`src/rtl/pipe_hazard_ctrl.sv`:
```
// -----------------------------------------------------------------------------
// pipe_hazard_ctrl
//
// Hazard controller for a 5-stage in-order pipeline. It sequences multi-cycle
// mult/div operations sitting in the D/X latch, detects load-use hazards
// between D/X and F/D, and flushes on taken branches/jumps.
//
// Priority of the combinational pipeline controls:
//   mult/div busy  >  taken branch/jump  >  load-use
//
// Ports
//   clock                 in   rising-edge clock
//   reset                 in   asynchronous, active-low reset
//   fd_ir[31:0]           in   instruction in F/D latch
//   dx_ir[31:0]           in   instruction in D/X latch
//   branch_or_jump_taken  in   branch/jump resolved taken in X this cycle
//   md_ready              in   mult/div result ready pulse (only seen in BUSY)
//   stall_pc_fd           out  hold PC and F/D latch
//   stall_dx              out  hold D/X latch
//   flush_fd              out  load nop into F/D next edge
//   flush_dx              out  load nop into D/X next edge
//   ctrl_mult             out  registered one-cycle mult start pulse (START)
//   ctrl_div              out  registered one-cycle div start pulse (START)
//   md_busy               out  mult/div sequence in progress
//   stall_count[15:0]     out  saturating count of stalled edges
//   md_timeout            out  sticky watchdog flag
//
// Build option
//   PIPE_HAZARD_MD_TIMEOUT_EN : when defined, a 6-bit watchdog forces BUSY to
//   DONE after 48 BUSY cycles without md_ready and sets md_timeout (sticky
//   until reset). When undefined, BUSY waits indefinitely and md_timeout is 0.
// -----------------------------------------------------------------------------
module pipe_hazard_ctrl (
    input  logic        clock,
    input  logic        reset,
    input  logic [31:0] fd_ir,
    input  logic [31:0] dx_ir,
    input  logic        branch_or_jump_taken,
    input  logic        md_ready,
    output logic        stall_pc_fd,
    output logic        stall_dx,
    output logic        flush_fd,
    output logic        flush_dx,
    output logic        ctrl_mult,
    output logic        ctrl_div,
    output logic        md_busy,
    output logic [15:0] stall_count,
    output logic        md_timeout
);

    typedef enum logic [1:0] {
        IDLE  = 2'd0,
        START = 2'd1,
        BUSY  = 2'd2,
        DONE  = 2'd3
    } state_t;

    localparam logic [4:0] OP_ALU = 5'b00000;
    localparam logic [4:0] OP_LW  = 5'b01000;
    localparam logic [4:0] ALU_MUL = 5'b00110;
    localparam logic [4:0] ALU_DIV = 5'b00111;

    state_t state_reg, state_next;

    // ------------------------------------------------------------------
    // Instruction field decode
    // ------------------------------------------------------------------
    logic [4:0] dx_op, dx_rd, dx_alu;
    logic [4:0] fd_op;
    logic       dx_is_mul, dx_is_div, dx_is_md, dx_is_lw;

    assign dx_op  = dx_ir[31:27];
    assign dx_rd  = dx_ir[26:22];
    assign dx_alu = dx_ir[6:2];
    assign fd_op  = fd_ir[31:27];

    assign dx_is_mul = (dx_op == OP_ALU) && (dx_alu == ALU_MUL);
    assign dx_is_div = (dx_op == OP_ALU) && (dx_alu == ALU_DIV);
    assign dx_is_md  = dx_is_mul || dx_is_div;
    assign dx_is_lw  = (dx_op == OP_LW);

    // Bits not involved in hazard decisions.
    logic unused_ir_bits;
    assign unused_ir_bits = ^{dx_ir[21:7], dx_ir[1:0], fd_ir[11:0]};

    // ------------------------------------------------------------------
    // Load-use detection: which F/D register fields are real sources
    // depends on the F/D opcode. Index 0 = rs, 1 = rt, 2 = rd.
    // ------------------------------------------------------------------
    logic [4:0] fd_src [3];
    logic [2:0] src_used;
    logic [2:0] src_hit;
    logic       load_use;

    assign fd_src[0] = fd_ir[21:17];
    assign fd_src[1] = fd_ir[16:12];
    assign fd_src[2] = fd_ir[26:22];

    always_comb begin
        src_used = 3'b000;
        case (fd_op)
            5'b00000: src_used = 3'b011;   // rs, rt
            5'b00101,
            5'b01000: src_used = 3'b001;   // rs
            5'b00111,
            5'b00010,
            5'b00110: src_used = 3'b101;   // rs, rd (rd read as data/compare)
            5'b00100: src_used = 3'b100;   // rd only
            default:  src_used = 3'b000;
        endcase
    end

    genvar gi;
    generate
        for (gi = 0; gi < 3; gi++) begin : g_src_match
            assign src_hit[gi] = src_used[gi] && (fd_src[gi] == dx_rd);
        end
    endgenerate

    // r0 is hardwired zero, so a load into it never creates a dependency.
    assign load_use = dx_is_lw && (dx_rd != 5'd0) && (|src_hit);

    // ------------------------------------------------------------------
    // Optional watchdog
    // ------------------------------------------------------------------
    logic wd_expire;

`ifdef PIPE_HAZARD_MD_TIMEOUT_EN
    logic [5:0] wd_count_reg;
    logic       md_timeout_reg;

    // Counter is 0 in the first BUSY cycle, so count 47 is the 48th.
    assign wd_expire = (state_reg == BUSY) && !md_ready && (wd_count_reg == 6'd47);

    always_ff @(posedge clock or negedge reset) begin
        if (!reset) begin
            wd_count_reg   <= 6'd0;
            md_timeout_reg <= 1'b0;
        end else begin
            if (state_reg == START) begin
                wd_count_reg <= 6'd0;
            end else if (state_reg == BUSY) begin
                wd_count_reg <= wd_count_reg + 6'd1;
            end
            if (wd_expire) begin
                md_timeout_reg <= 1'b1;
            end
        end
    end

    assign md_timeout = md_timeout_reg;
`else
    assign wd_expire  = 1'b0;
    assign md_timeout = 1'b0;
`endif

    // ------------------------------------------------------------------
    // Mult/div sequencing FSM
    // ------------------------------------------------------------------
    always_ff @(posedge clock or negedge reset) begin
        if (!reset) begin
            state_reg <= IDLE;
        end else begin
            state_reg <= state_next;
        end
    end

    always_comb begin
        state_next = state_reg;
        case (state_reg)
            IDLE:    if (dx_is_md) state_next = START;
            START:   state_next = BUSY;
            BUSY:    if (md_ready || wd_expire) state_next = DONE;
            DONE:    state_next = IDLE;
            default: state_next = IDLE;
        endcase
    end

    // Start pulses are registered so they are high exactly while in START.
    logic ctrl_mult_reg, ctrl_div_reg;

    always_ff @(posedge clock or negedge reset) begin
        if (!reset) begin
            ctrl_mult_reg <= 1'b0;
            ctrl_div_reg  <= 1'b0;
        end else begin
            ctrl_mult_reg <= (state_next == START) && dx_is_mul;
            ctrl_div_reg  <= (state_next == START) && dx_is_div;
        end
    end

    assign ctrl_mult = ctrl_mult_reg;
    assign ctrl_div  = ctrl_div_reg;

    // ------------------------------------------------------------------
    // Combinational pipeline controls. While reset is asserted every
    // control is forced low so the pipeline sees a quiet controller.
    // ------------------------------------------------------------------
    always_comb begin
        md_busy     = 1'b0;
        stall_pc_fd = 1'b0;
        stall_dx    = 1'b0;
        flush_fd    = 1'b0;
        flush_dx    = 1'b0;
        if (reset) begin
            md_busy = (state_reg == START) || (state_reg == BUSY) ||
                      ((state_reg == IDLE) && dx_is_md);
            if (md_busy) begin
                // A branch cannot be in X here: X holds the mult/div.
                stall_pc_fd = 1'b1;
                stall_dx    = 1'b1;
            end else if (branch_or_jump_taken) begin
                flush_fd = 1'b1;
                flush_dx = 1'b1;
            end else if (load_use) begin
                // Hold F/D and inject a bubble into D/X for one cycle.
                stall_pc_fd = 1'b1;
                flush_dx    = 1'b1;
            end
        end
    end

    // ------------------------------------------------------------------
    // Saturating stall-cycle counter
    // ------------------------------------------------------------------
    logic [15:0] stall_count_reg;

    always_ff @(posedge clock or negedge reset) begin
        if (!reset) begin
            stall_count_reg <= 16'd0;
        end else if (stall_pc_fd && (stall_count_reg != 16'hFFFF)) begin
            stall_count_reg <= stall_count_reg + 16'd1;
        end
    end

    assign stall_count = stall_count_reg;

endmodule

```
`config.mk`:
```
export PLATFORM = sky130hd
export DESIGN_NAME = pipe_hazard_ctrl
export DESIGN_NICKNAME = d
export VERILOG_FILES = /design/src/rtl/pipe_hazard_ctrl.sv
export SDC_FILE = /design/constraint.sdc
export NUM_CORES = 1
export LEC_CHECK = 0
export CAP_MARGIN = 20
export CELL_PAD_IN_SITES_DETAIL_PLACEMENT = 0
export CELL_PAD_IN_SITES_GLOBAL_PLACEMENT = 1
export CORE_MARGIN = 1
export CORE_UTILIZATION = 23
export DETAILED_ROUTE_END_ITERATION = 10
export PLACE_DENSITY = 0.84
export SLEW_MARGIN = 5
export SYNTH_ARGS = -nofsm -noshare
export SYNTH_HDL_FRONTEND = slang
export SYNTH_SLANG_ARGS = --single-unit
```
`constraint.sdc`:
```
create_clock -name clock -period 2.1 [get_ports clock]
set_input_delay 0.21 -clock clock [delete_from_list [all_inputs] [get_ports clock]]
set_output_delay 0.21 -clock clock [all_outputs]
set_load 0.05 [all_outputs]
```
==> results.py <==
metrics = {
    "sta": {
        "layout_min_cycle_time_ps": 2090,
        "min_period_over_period_pct": 99.7,
        "tightest_slew_ps": 508,
        "setup_viol": 0,
        "fmax_ghz": 0.477,
        "hold_violations": 0,
        "setup_slack_ps": 5.75,
        "finalSetupTns_ps": 0,
        "rsz0062_at_grt": "yes",
        "clock_skew_ps": 6.20,
        "maxSlewViolCount": 0,
        "slew_headroom_pct": 66.0,
    },
    "finish": {
        "largest_register_ff_count": 16,
        "drive_gt1_share_pct": 33.2,
        "final_common_cell": "buf_4",
        "antennaDiodeCount": 0,
        "final_nets": 334,
        "area_delta_synth_final_pct": 84.0,
        "nFillCells": 576,
        "final_cell_mix": "buf_4, clkdlybuf4s50_1, xnor2_1, dfrtp_1, dlygate4sd2_1",
        "regArea_um2": 510,
        "multi_input_area_um2": 1030,
    },
    "floorplan": {
        "dieWidth_um": 82.1,
        "fp-row-count": 28,
        "die_area_um2": 6740,
        "start_util_pct": 24.3,
        "num_io_pins": 92,
        "fp.dieH_um": 82.1,
        "fp.coreArea_um2": 6060,
    },
    "logic_synthesis": {
        "synth_top_cell_by_area": "dfrtp_1",
        "yosysSeqAreaShare_pct": 33.9,
        "ys_ff_latch": 20,
        "synth.top_cell.area_share_pct": 33.9,
        "synth_area_leaders": "dfrtp_1, xnor2_1, xor2_1",
        "synthArstFlopShare_pct": 100,
        "yosysUniqueCellTypes": 47,
        "ys.flop_type": "dfrtp_1",
        "syn_nets": 229,
        "synth_edf_count": 0,
        "yosysWarnings": 0,
        "synth_area_um2": 1480,
        "synthCells": 158,
        "syn_avg_cell_area_um2": 9.34,
    },
    "clock_tree": {
        "clock-root-buffer": "clkbuf_8",
        "cts_sinks": 20,
        "numCtsBuffers": 3,
        "path_clk_slew_ps": 80,
        "htreeDepth": 1,
        "clockBufferDepth": 2,
        "insertion_delay_ps": 250,
        "cts_tree": "yes",
        "hold_buffers": 0,
    },
    "routing": {
        "antenna_left": 0,
        "via_per_inst": 4.64,
        "firstDrtPassIters": 4,
        "routed_wl_um": 4350,
        "via_count": 1562,
        "wl_per_cell_um": 12.9,
        "drc": 0,
        "drtIter0Drc": 78,
    },
    "global_route": {
        "overflow": 0,
        "grt_pass1_wl_um": 7210,
        "grt_max_degree": 14,
        "grt_pass1_vias": 1526,
        "antenna_found_initial": 0,
        "grt.total_usage_pct": 14.0,
    },
    "placed_design": {
        "hpwlAfterDp_um": 3580,
        "io_buffer_count": 61,
        "gp_congestion": 0.834,
        "dp_slack_ps": -269,
    },
    "outcome": {
        "outcome": "finished clean",
    },
    "power_and_ir_drop": {
        "power.leakage_nw": 1.14,
        "p_per_area_nw_per_um2": 823,
        "ir_drop_mv": 0.778,
        "power_mw": 2.23,
    },
    "worst_setup_path": {
        "critPathRequiredTime_ps": 2240,
        "critPathKind": "reg2reg",
        "start_kind": "flip-flop",
        "cp-end-kind": "flip-flop",
        "crit_fanout": 5,
        "cp.arrival_ps": 2240,
    },
    "hold_path": {
        "hp-class": "in2reg",
    },
    "run": {
        "drv_cap": 0,
    },
}
[path summary, 6_finish.rpt]
check	startpoint	endpoint	slack (ps)	cells after the start
setup / recovery	stall_count[1]$_DFFE_PN0P_	stall_count[1]$_DFFE_PN0P_	6	7
setup reg to reg	stall_count[1]$_DFFE_PN0P_	stall_count[1]$_DFFE_PN0P_	6	7
hold / removal	dx_ir[31]	ctrl_mult$_DFF_PN0_	390	4
hold reg to reg	stall_count[15]$_DFFE_PN0P_	stall_count[15]$_DFFE_PN0P_	520	1
max in group asynchronous	reset	stall_count[9]$_DFFE_PN0P_	1500	2
min in group asynchronous	reset	ctrl_div$_DFF_PN0_	410	2
[stage by stage]
stage / hold slack (ps) / cell area [um^2] / cells / utilization [%]
2_1_floorplan: -85.6 / 1520 / 158 / -
3_3_place_gp: 493 / 2560 / 329 / 42.2
3_5_place_dp: 508 / 2560 / 329 / 42.2
4_1_cts: 432 / 2650 / 335 / 43.8
5_1_grt: 434 / 2710 / 337 / 44.8
6_report: 390 / 2710 / 337 / 44.8
[critical path, cell delays in order, from the launching register on]
cell and delay, ps:
dfrtp_2 390, ha_4 130, nand4_1 100, or4_4 530, and3b_4 220, buf_12 130
a31oi_4 160, mux2_4 320
[cells in the mapped netlist, types with 2 or more instances]
master	n
a2111oi_0	2
a21oi_1	7
a31oi_1	2
and3_2	2
buf_4	2
clkbuf_1	2
dfrtp_1	20
ha_1	3
inv_1	7
nand2_1	5
nand3_1	6
nand3b_1	2
nand4_1	9
nor2_1	9
nor2b_1	2
nor3_1	10
nor4_1	4
o211ai_1	3
o21ai_0	4
or4_4	2
xnor2_1	19
xor2_1	11
[metal layers]
layer	global-route usage [%]	vias to the layer above	wire length [um]
met4	2.98	0	65
met1	18.1	722	1980
met3	2.78	6	151
met2	23.9	36	2150
met5	0	-	0
li1	-	798	-
[layout make-up]
class | instances | share of cell area [%]
Clock buffer | 4 | 2.03
Multi-Input combinational cell | 127 | 37.9
Timing Repair Buffer | 104 | 36.8
Inverter | 7 | 0.968
Sequential cell | 20 | 18.8
Tap cell | 75 | 3.46
[what timing repair did]
| item | CTS | global route |
|---|---|---|
| pin swaps | 10 | 12 |
| buffers inserted | 2 | 2 |
| endpoints found under the setup margin | 6 | 7 |
| gates resized for setup | 22 | 20 |
[cells by family after synthesis]
group,synth area share (%)
AO/OA/AOI/OAI,13.9
XOR/XNOR,17.8
adder cells (fa/ha/maj),3.22
buffers and inverters,3.31
flip-flops,33.9
multiplexers,1.44
other,0.254
AND/OR/NAND/NOR,26.1
[power breakdown]
group / internal, mW / switching (mW) / total, mW
logic: 0.688 / 0.742 / 1.43
registers: 0.461 / 0.0502 / 0.511
clock network: 0.167 / 0.126 / 0.293
No activity file was read; power rests on OpenSTA's default activity.
